`src/rtl/bus_pkg.sv`:
```
// Shared types for the memory-bus sequencer and related blocks.
// Lane/address widths here fix the shape of the latched request.
package bus_pkg;

    localparam int WAIT_W     = 4;
    localparam int BUS_ADDR_W = 16;
    localparam int BUS_DATA_W = 8;

    typedef enum logic [1:0] {
        BUS_IDLE,
        BUS_XFER,
        BUS_RESP
    } bus_state_t;

    typedef struct packed {
        logic                    write;
        logic                    word;
        logic [BUS_ADDR_W-1:0]   addr;
        logic [2*BUS_DATA_W-1:0] wdata;
    } bus_req_t;

    function automatic logic [BUS_DATA_W-1:0] lane_sel(
        input logic [2*BUS_DATA_W-1:0] d,
        input logic                    idx
    );
        return idx ? d[2*BUS_DATA_W-1:BUS_DATA_W] : d[BUS_DATA_W-1:0];
    endfunction

endpackage

```
`src/rtl/bus_wait_timer.sv`:
```
// Loadable down-counter with zero flag; counts down while enabled.
// Load takes priority over counting, and the count parks at zero.
module bus_wait_timer
    import bus_pkg::*;
#(
    parameter int W = WAIT_W
) (
    input  logic         clk,
    input  logic         rst,
    input  logic         load,
    input  logic         en,
    input  logic [W-1:0] value,
    output logic         zero
);

    logic [W-1:0] count;

    always_ff @(posedge clk or posedge rst) begin
        if (rst) begin
            count <= '0;
        end else if (load) begin
            count <= value;
        end else if (en && !zero) begin
            count <= count - 1'b1;
        end
    end

    assign zero = (count == '0);

endmodule

```
`src/rtl/bus_access_unit.sv`:
```
// Byte/word memory-bus sequencer: splits 16-bit accesses into two
// byte cycles with programmable wait states and a one-cycle response.
module bus_access_unit
    import bus_pkg::*;
#(
    parameter int ADDR_W   = BUS_ADDR_W,
    parameter int DATA_W   = BUS_DATA_W,
    parameter int WAIT_CYC = 0
) (
    input  logic                clk,
    input  logic                rst,
    input  logic                req_valid,
    output logic                req_ready,
    input  logic                req_write,
    input  logic                req_word,
    input  logic [ADDR_W-1:0]   req_addr,
    input  logic [2*DATA_W-1:0] req_wdata,
    output logic                rsp_valid,
    output logic [2*DATA_W-1:0] rsp_rdata,
    output logic [ADDR_W-1:0]   mem_addr,
    output logic                mem_re,
    output logic                mem_we,
    output logic [DATA_W-1:0]   mem_wdata,
    input  logic [DATA_W-1:0]   mem_rdata,
    output logic                busy
);

    // The latched request struct is sized by the package.
    if (ADDR_W != BUS_ADDR_W || DATA_W != BUS_DATA_W ||
        WAIT_CYC < 0 || WAIT_CYC > 15) begin : g_param_guard
        $error("bus_access_unit: unsupported parameter set");
    end

    localparam logic [WAIT_W-1:0] WAIT_LD = WAIT_W'(WAIT_CYC);

    bus_state_t          state;
    bus_state_t          state_nx;
    bus_req_t            req_q;
    logic                byte_idx;
    logic [2*DATA_W-1:0] lanes_q;
    logic [2*DATA_W-1:0] lanes_nx;
    logic [2*DATA_W-1:0] rsp_q;
    logic                accept;
    logic                tmr_zero;
    logic                tmr_load;
    logic                byte_done;
    logic                last_byte;

    assign accept    = (state == BUS_IDLE) && req_valid;
    assign byte_done = (state == BUS_XFER) && tmr_zero;
    assign last_byte = (byte_idx == req_q.word);
    assign tmr_load  = accept || (byte_done && !last_byte);

    bus_wait_timer #(
        .W(WAIT_W)
    ) u_timer (
        .clk  (clk),
        .rst  (rst),
        .load (tmr_load),
        .en   (state == BUS_XFER),
        .value(WAIT_LD),
        .zero (tmr_zero)
    );

    always_comb begin
        lanes_nx = lanes_q;
        if (byte_idx) begin
            lanes_nx[2*DATA_W-1:DATA_W] = mem_rdata;
        end else begin
            lanes_nx[DATA_W-1:0] = mem_rdata;
        end
    end

    always_comb begin
        state_nx  = state;
        req_ready = 1'b0;
        rsp_valid = 1'b0;
        mem_re    = 1'b0;
        mem_we    = 1'b0;
        mem_addr  = '0;
        mem_wdata = '0;
        unique case (state)
            BUS_IDLE: begin
                req_ready = 1'b1;
                if (req_valid) begin
                    state_nx = BUS_XFER;
                end
            end
            BUS_XFER: begin
                mem_re    = ~req_q.write;
                mem_we    = req_q.write;
                mem_addr  = req_q.addr + ADDR_W'(byte_idx);
                mem_wdata = lane_sel(req_q.wdata, byte_idx);
                if (tmr_zero && last_byte) begin
                    state_nx = BUS_RESP;
                end
            end
            BUS_RESP: begin
                rsp_valid = 1'b1;
                state_nx  = BUS_IDLE;
            end
            default: begin
                state_nx = BUS_IDLE;
            end
        endcase
    end

    always_ff @(posedge clk or posedge rst) begin
        if (rst) begin
            state    <= BUS_IDLE;
            req_q    <= '0;
            byte_idx <= 1'b0;
            lanes_q  <= '0;
            rsp_q    <= '0;
        end else begin
            state <= state_nx;
            if (accept) begin
                req_q    <= '{write: req_write, word: req_word,
                              addr: req_addr, wdata: req_wdata};
                byte_idx <= 1'b0;
                lanes_q  <= '0;
            end
            if (byte_done) begin
                if (!req_q.write) begin
                    lanes_q <= lanes_nx;
                end
                if (!last_byte) begin
                    byte_idx <= 1'b1;
                end else begin
                    // Response data is frozen here so it holds until the next RESP.
                    rsp_q <= req_q.write ? '0 : lanes_nx;
                end
            end
        end
    end

    assign rsp_rdata = rsp_q;
    assign busy      = ~req_ready;

endmodule

```
`config.mk`:
```
export PLATFORM = sky130hd
export DESIGN_NAME = bus_access_unit
export DESIGN_NICKNAME = d
export VERILOG_FILES = /design/src/rtl/bus_pkg.sv /design/src/rtl/bus_wait_timer.sv /design/src/rtl/bus_access_unit.sv
export SDC_FILE = /design/constraint.sdc
export NUM_CORES = 1
export LEC_CHECK = 0
export CORE_MARGIN = 2
export CORE_UTILIZATION = 30
export CTS_CLUSTER_SIZE = 30
export DETAILED_ROUTE_END_ITERATION = 8
export GPL_TIMING_DRIVEN = 0
export PLACE_DENSITY = 0.53
export RECOVER_POWER = 50
export SYNTH_ARGS = -nofsm -noshare
export SYNTH_HDL_FRONTEND = slang
export SYNTH_SLANG_ARGS = --single-unit
```
`constraint.sdc`:
```
create_clock -name clk -period 2.6 [get_ports clk]
set_input_delay 0.52 -clock clk [delete_from_list [all_inputs] [get_ports clk]]
set_output_delay 0.52 -clock clk [all_outputs]
set_load 0.03 [all_outputs]
```
==> report_table.html <==
<table>
<tr><th>Metric</th><th>Value</th></tr>
<tr><th colspan="2">Place</th></tr>
<tr><td>Final estimated routing congestion in global placement</td><td>0.7786</td></tr>
<tr><td>Pre-CTS worst setup slack</td><td>-0.3820 ns</td></tr>
<tr><td>Number of input and output port buffers inserted</td><td>89</td></tr>
<tr><td>Hpwl dp</td><td>7129 um</td></tr>
<tr><th colspan="2">Final layout</th></tr>
<tr><td>Area used by sequential logic in the layout</td><td>1831 um^2</td></tr>
<tr><td>Area growth from synthesis to layout</td><td>39.80%</td></tr>
<tr><td>Proportion of layout cells with a drive suffix above 1</td><td>29.30%</td></tr>
<tr><td>Number of antenna repair diodes</td><td>0</td></tr>
<tr><td>Net count, final</td><td>497</td></tr>
<tr><td>Multi-input gate area</td><td>1884 um^2</td></tr>
<tr><td>Fill cells</td><td>1234</td></tr>
<tr><th colspan="2">STA</th></tr>
<tr><td>Worst clock skew</td><td>0.007698 ns</td></tr>
<tr><td>Final critical-path required period</td><td>2.610 ns</td></tr>
<tr><td>Fin. max-slew vios</td><td>0</td></tr>
<tr><td>Final count of negative-setup-slack endpoints</td><td>1</td></tr>
<tr><td>Setup repair after global routing missed its margin</td><td>yes</td></tr>
<tr><td>Least-Margin Pin Slew</td><td>0.8771 ns</td></tr>
<tr><td>Slew margin rel.</td><td>41.20%</td></tr>
<tr><td>Final worst-path setup slack</td><td>-0.009621 ns</td></tr>
<tr><td>Min Hold Slack</td><td>0.5011 ns</td></tr>
<tr><td>Max Fclk</td><td>383.2 MHz</td></tr>
<tr><td>Ratio of final minimum period to clock period</td><td>100.4%</td></tr>
<tr><td>Final hold violation count</td><td>0</td></tr>
<tr><th colspan="2">Power and ir drop</th></tr>
<tr><td>Largest voltage drop on the vdd net</td><td>0.3609 mV</td></tr>
<tr><td>Power density normalized to cell area</td><td>1420 nW/um^2</td></tr>
<tr><td>Standby leakage power</td><td>2.309 nW</td></tr>
<tr><th colspan="2">Synth</th></tr>
<tr><td>Yosys warns</td><td>0</td></tr>
<tr><td>Part of the Yosys area used for sequential elements</td><td>47.71%</td></tr>
<tr><td>Syn Std Cell Area</td><td>3829 um^2</td></tr>
<tr><td>Total nets after synthesis</td><td>393</td></tr>
<tr><td>Dominant register cell in the synthesized netlist</td><td>sky130_fd_sc_hd__dfrtp_1</td></tr>
<tr><td>Synth top area cells</td><td>sky130_fd_sc_hd__dfrtp_1 (48%), sky130_fd_sc_hd__mux2_2 (12%), sky130_fd_sc_hd__mux2i_1 (3.7%)</td></tr>
<tr><td>Yosys top cell area share</td><td>47.71%</td></tr>
<tr><td>Number of flops mapped to enable cells by yosys</td><td>0</td></tr>
<tr><td>Post-synth cell types</td><td>42</td></tr>
<tr><td>Share of async-settable or async-resettable flops after synthesis</td><td>100.0%</td></tr>
<tr><td>Post-synth top area cell</td><td>sky130_fd_sc_hd__dfrtp_1</td></tr>
<tr><td>Seq cells post-synth</td><td>73</td></tr>
<tr><td>Top-count cell post-synth</td><td>sky130_fd_sc_hd__dfrtp_1</td></tr>
<tr><td>Count of mapped cells out of synthesis</td><td>345</td></tr>
<tr><td>Most common library cells after synthesis</td><td>sky130_fd_sc_hd__dfrtp_1 (73), sky130_fd_sc_hd__mux2_2 (41), sky130_fd_sc_hd__nand2_1 (25)</td></tr>
<tr><td>Post-synthesis area per instance</td><td>11.10 um^2</td></tr>
<tr><th colspan="2">Route</th></tr>
<tr><td>Drt total wl</td><td>9958 um</td></tr>
<tr><td>Count of antenna-violating nets left after detailed routing</td><td>0</td></tr>
<tr><td>Mean routed wirelength per cell</td><td>15.91 um</td></tr>
<tr><td>Iter 0 DRT Violations</td><td>108</td></tr>
<tr><td>DRC violations left</td><td>0</td></tr>
<tr><td>First-pass DRT Iterations</td><td>4</td></tr>
<tr><td>Via-to-Cell Ratio</td><td>4.877</td></tr>
<tr><td>Total via count after detailed routing</td><td>3053</td></tr>
<tr><th colspan="2">Clock tree</th></tr>
<tr><td>Clk Latency, worst-skew pair</td><td>0.34 ns</td></tr>
<tr><td>Clock tree from TritonCTS</td><td>yes</td></tr>
<tr><td>Maximum number of buffers from clock root to sink</td><td>2</td></tr>
<tr><td>Root cell of the clock tree</td><td>sky130_fd_sc_hd__clkbuf_16</td></tr>
<tr><td>Count of clock tree sinks</td><td>73</td></tr>
<tr><td>CTS H-tree depth</td><td>3</td></tr>
<tr><td>Clock-pin slew on the worst setup and hold paths</td><td>0.06 ns</td></tr>
<tr><td>Inserted Clock Buffers</td><td>9</td></tr>
<tr><td>Number of buffers inserted by hold repair at cts</td><td>0</td></tr>
<tr><th colspan="2">Die</th></tr>
<tr><td>Ports placed on the boundary</td><td>90</td></tr>
<tr><td>Initial cell density of the core</td><td>30.59%</td></tr>
<tr><td>Total core area</td><td>12520 um^2</td></tr>
<tr><td>Height of the die</td><td>117.0 um</td></tr>
<tr><td>Width of the chip</td><td>117.0 um</td></tr>
<tr><td>DIE AREA</td><td>13680 um^2</td></tr>
<tr><td>Number of rows created at floorplan</td><td>41</td></tr>
<tr><th colspan="2">Global routing</th></tr>
<tr><td>Pin count of the biggest net entering global routing</td><td>55</td></tr>
<tr><td>First-pass GRT wire length</td><td>16570 um</td></tr>
<tr><td>GR Overflow Total</td><td>0</td></tr>
<tr><td>Initial antenna violation count</td><td>0</td></tr>
<tr><td>Number of global-route vias before repair</td><td>3194</td></tr>
<tr><td>Global-route usage over all layers</td><td>15.70%</td></tr>
<tr><th colspan="2">Worst setup path</th></tr>
<tr><td>Critical path data arrival time</td><td>2.09 ns</td></tr>
<tr><td>Worst Path Required</td><td>2.08 ns</td></tr>
<tr><td>Crit Path Max Fanout</td><td>5</td></tr>
<tr><td>Startpoint-to-endpoint class of the critical path</td><td>flop to primary output</td></tr>
<tr><td>CP startpoint kind</td><td>flop</td></tr>
<tr><td>Worst setup EP type</td><td>primary output</td></tr>
<tr><th colspan="2">Run</th></tr>
<tr><td>Count of max-cap constraint violations</td><td>0</td></tr>
<tr><th colspan="2">Min path</th></tr>
<tr><td>Worst min-delay path category</td><td>flop to flop</td></tr>
<tr><th colspan="2">Status</th></tr>
<tr><td>Violated checks</td><td>negative setup slack</td></tr>
<tr><td>Run status</td><td>finished, violations left</td></tr>
</table>
layout make-up:
| type | count | area share [%] |
|---|---|---|
| inverter | 9 | 0.7480 |
| tap | 172 | 4.021 |
| timing repair buffer | 94 | 16.55 |
| clock inverter | 7 | 2.221 |
| sequential | 73 | 34.20 |
| multi-input combinational | 239 | 35.20 |
| clock buffer | 9 | 4.208 |
| buffer | 23 | 2.852 |
final timing paths:
path                                                   start                   endpoint  slack [ns]  cells after the start
worst max-delay path                      byte_idx$_DFF_PP0_                mem_addr[9]       -0.01                      6
max in group asynchronous                                rst      req_q[20]$_DFFE_PP0P_        0.52                      3
min in group asynchronous                                rst  rsp_rdata[12]$_DFFE_PP0P_        0.76                      2
worst min-delay path                    req_q[2]$_DFFE_PP0P_       req_q[2]$_DFFE_PP0P_        0.50                      1
worst min register to register          req_q[2]$_DFFE_PP0P_       req_q[2]$_DFFE_PP0P_        0.50                      1
worst max register to register  u_timer.count[0]$_DFFE_PP0P_   rsp_rdata[7]$_DFFE_PP0P_        0.22                      6
worst max-delay path: stages (launching register included):
cell	delay, ns
sky130_fd_sc_hd__dfrtp_2	0.42
sky130_fd_sc_hd__ha_4	0.15
sky130_fd_sc_hd__nand4_1	0.17
sky130_fd_sc_hd__clkbuf_8	0.22
sky130_fd_sc_hd__or4_4	0.47
sky130_fd_sc_hd__a21oi_2	0.17
sky130_fd_sc_hd__buf_6	0.15
placed cells by master, fill, tap and decap left out, types with 9 or more instances in the layout:
| master | synthesis | layout |
|---|---|---|
| sky130_fd_sc_hd__clkdlybuf4s50_1 | 0 | 47 |
| sky130_fd_sc_hd__dlygate4sd3_1 | 0 | 16 |
| sky130_fd_sc_hd__a211oi_1 | 13 | 13 |
| sky130_fd_sc_hd__nand2b_1 | 17 | 17 |
| sky130_fd_sc_hd__a21oi_1 | 21 | 19 |
| sky130_fd_sc_hd__mux2i_1 | 14 | 14 |
| sky130_fd_sc_hd__nor2_1 | 15 | 15 |
| sky130_fd_sc_hd__buf_2 | 8 | 9 |
| sky130_fd_sc_hd__mux2_4 | 9 | 9 |
| sky130_fd_sc_hd__mux2_2 | 41 | 41 |
| sky130_fd_sc_hd__clkbuf_16 | 0 | 9 |
| sky130_fd_sc_hd__nand3_1 | 9 | 9 |
| sky130_fd_sc_hd__nand2_1 | 25 | 25 |
| sky130_fd_sc_hd__dlygate4sd2_1 | 0 | 13 |
| sky130_fd_sc_hd__dfrtp_1 | 73 | 70 |
| sky130_fd_sc_hd__a31o_2 | 13 | 13 |
through the flow:
| step | utilization [%] | power (W) | TNS [ns] | std cells | cell area [um^2] |
|---|---|---|---|---|---|
| 5_1_grt | 42.76 | 0.008154 | -0.2900 | 626 | 5353 |
| 6_report | 42.76 | 0.007601 | -0.009621 | 626 | 5353 |
| 4_1_cts | 42.68 | 0.007706 | -0.05401 | 625 | 5343 |
| 3_5_place_dp | 39.66 | 0.006376 | -4.359 | 607 | 4965 |
| 2_1_floorplan | - | 0.004873 | 0 | 345 | 3829 |
| 3_3_place_gp | 39.42 | 0.006306 | -88.72 | 606 | 4935 |
cells by family (layout without fill, tap and decap cells):
group / count (synthesis) / in the layout / synth area share (%)
compound gates: 67 / 67 / 11.76
xor+xnor: 5 / 5 / 1.144
fa+ha+maj: 3 / 3 / 0.9805
buf+inv: 33 / 142 / 4.412
flops: 73 / 73 / 47.71
mux: 64 / 64 / 19.25
simple gates: 100 / 100 / 14.74
flip-flops by register name, indices dropped and copies added (netlist names):
register / count
byte_idx: 1
lanes_q: 16
req_q: 34
rsp_rdata: 16
state: 2
u_timer.count: 4
metal layers:
layer  vias up  routed length (um)  GRT usage, %
li1       1466                   -             -
met5         -                   0             0
met1      1528                4543         20.79
met2        48                4946         26.01
met3        11                 332         3.090
met4         0                 136         4.941
power breakdown:
group | switching (W) | internal [W] | total [W]
Sequential | 0.000422 | 0.00167 | 0.00210
Combinational | 0.00235 | 0.00172 | 0.00406
Clock | 0.000504 | 0.000937 | 0.00144
Total | 0.00327 | 0.00433 | 0.00760
what timing repair did:
| item | CTS | global route |
|---|---|---|
| gates cloned | 0 | 1 |
| buffers inserted | 2 | 1 |
| resized for setup | 82 | 22 |
| pin swaps | 1 | 1 |
| setup endpoints to repair | 26 | 18 |
Power figures use the tool's default switching activity.
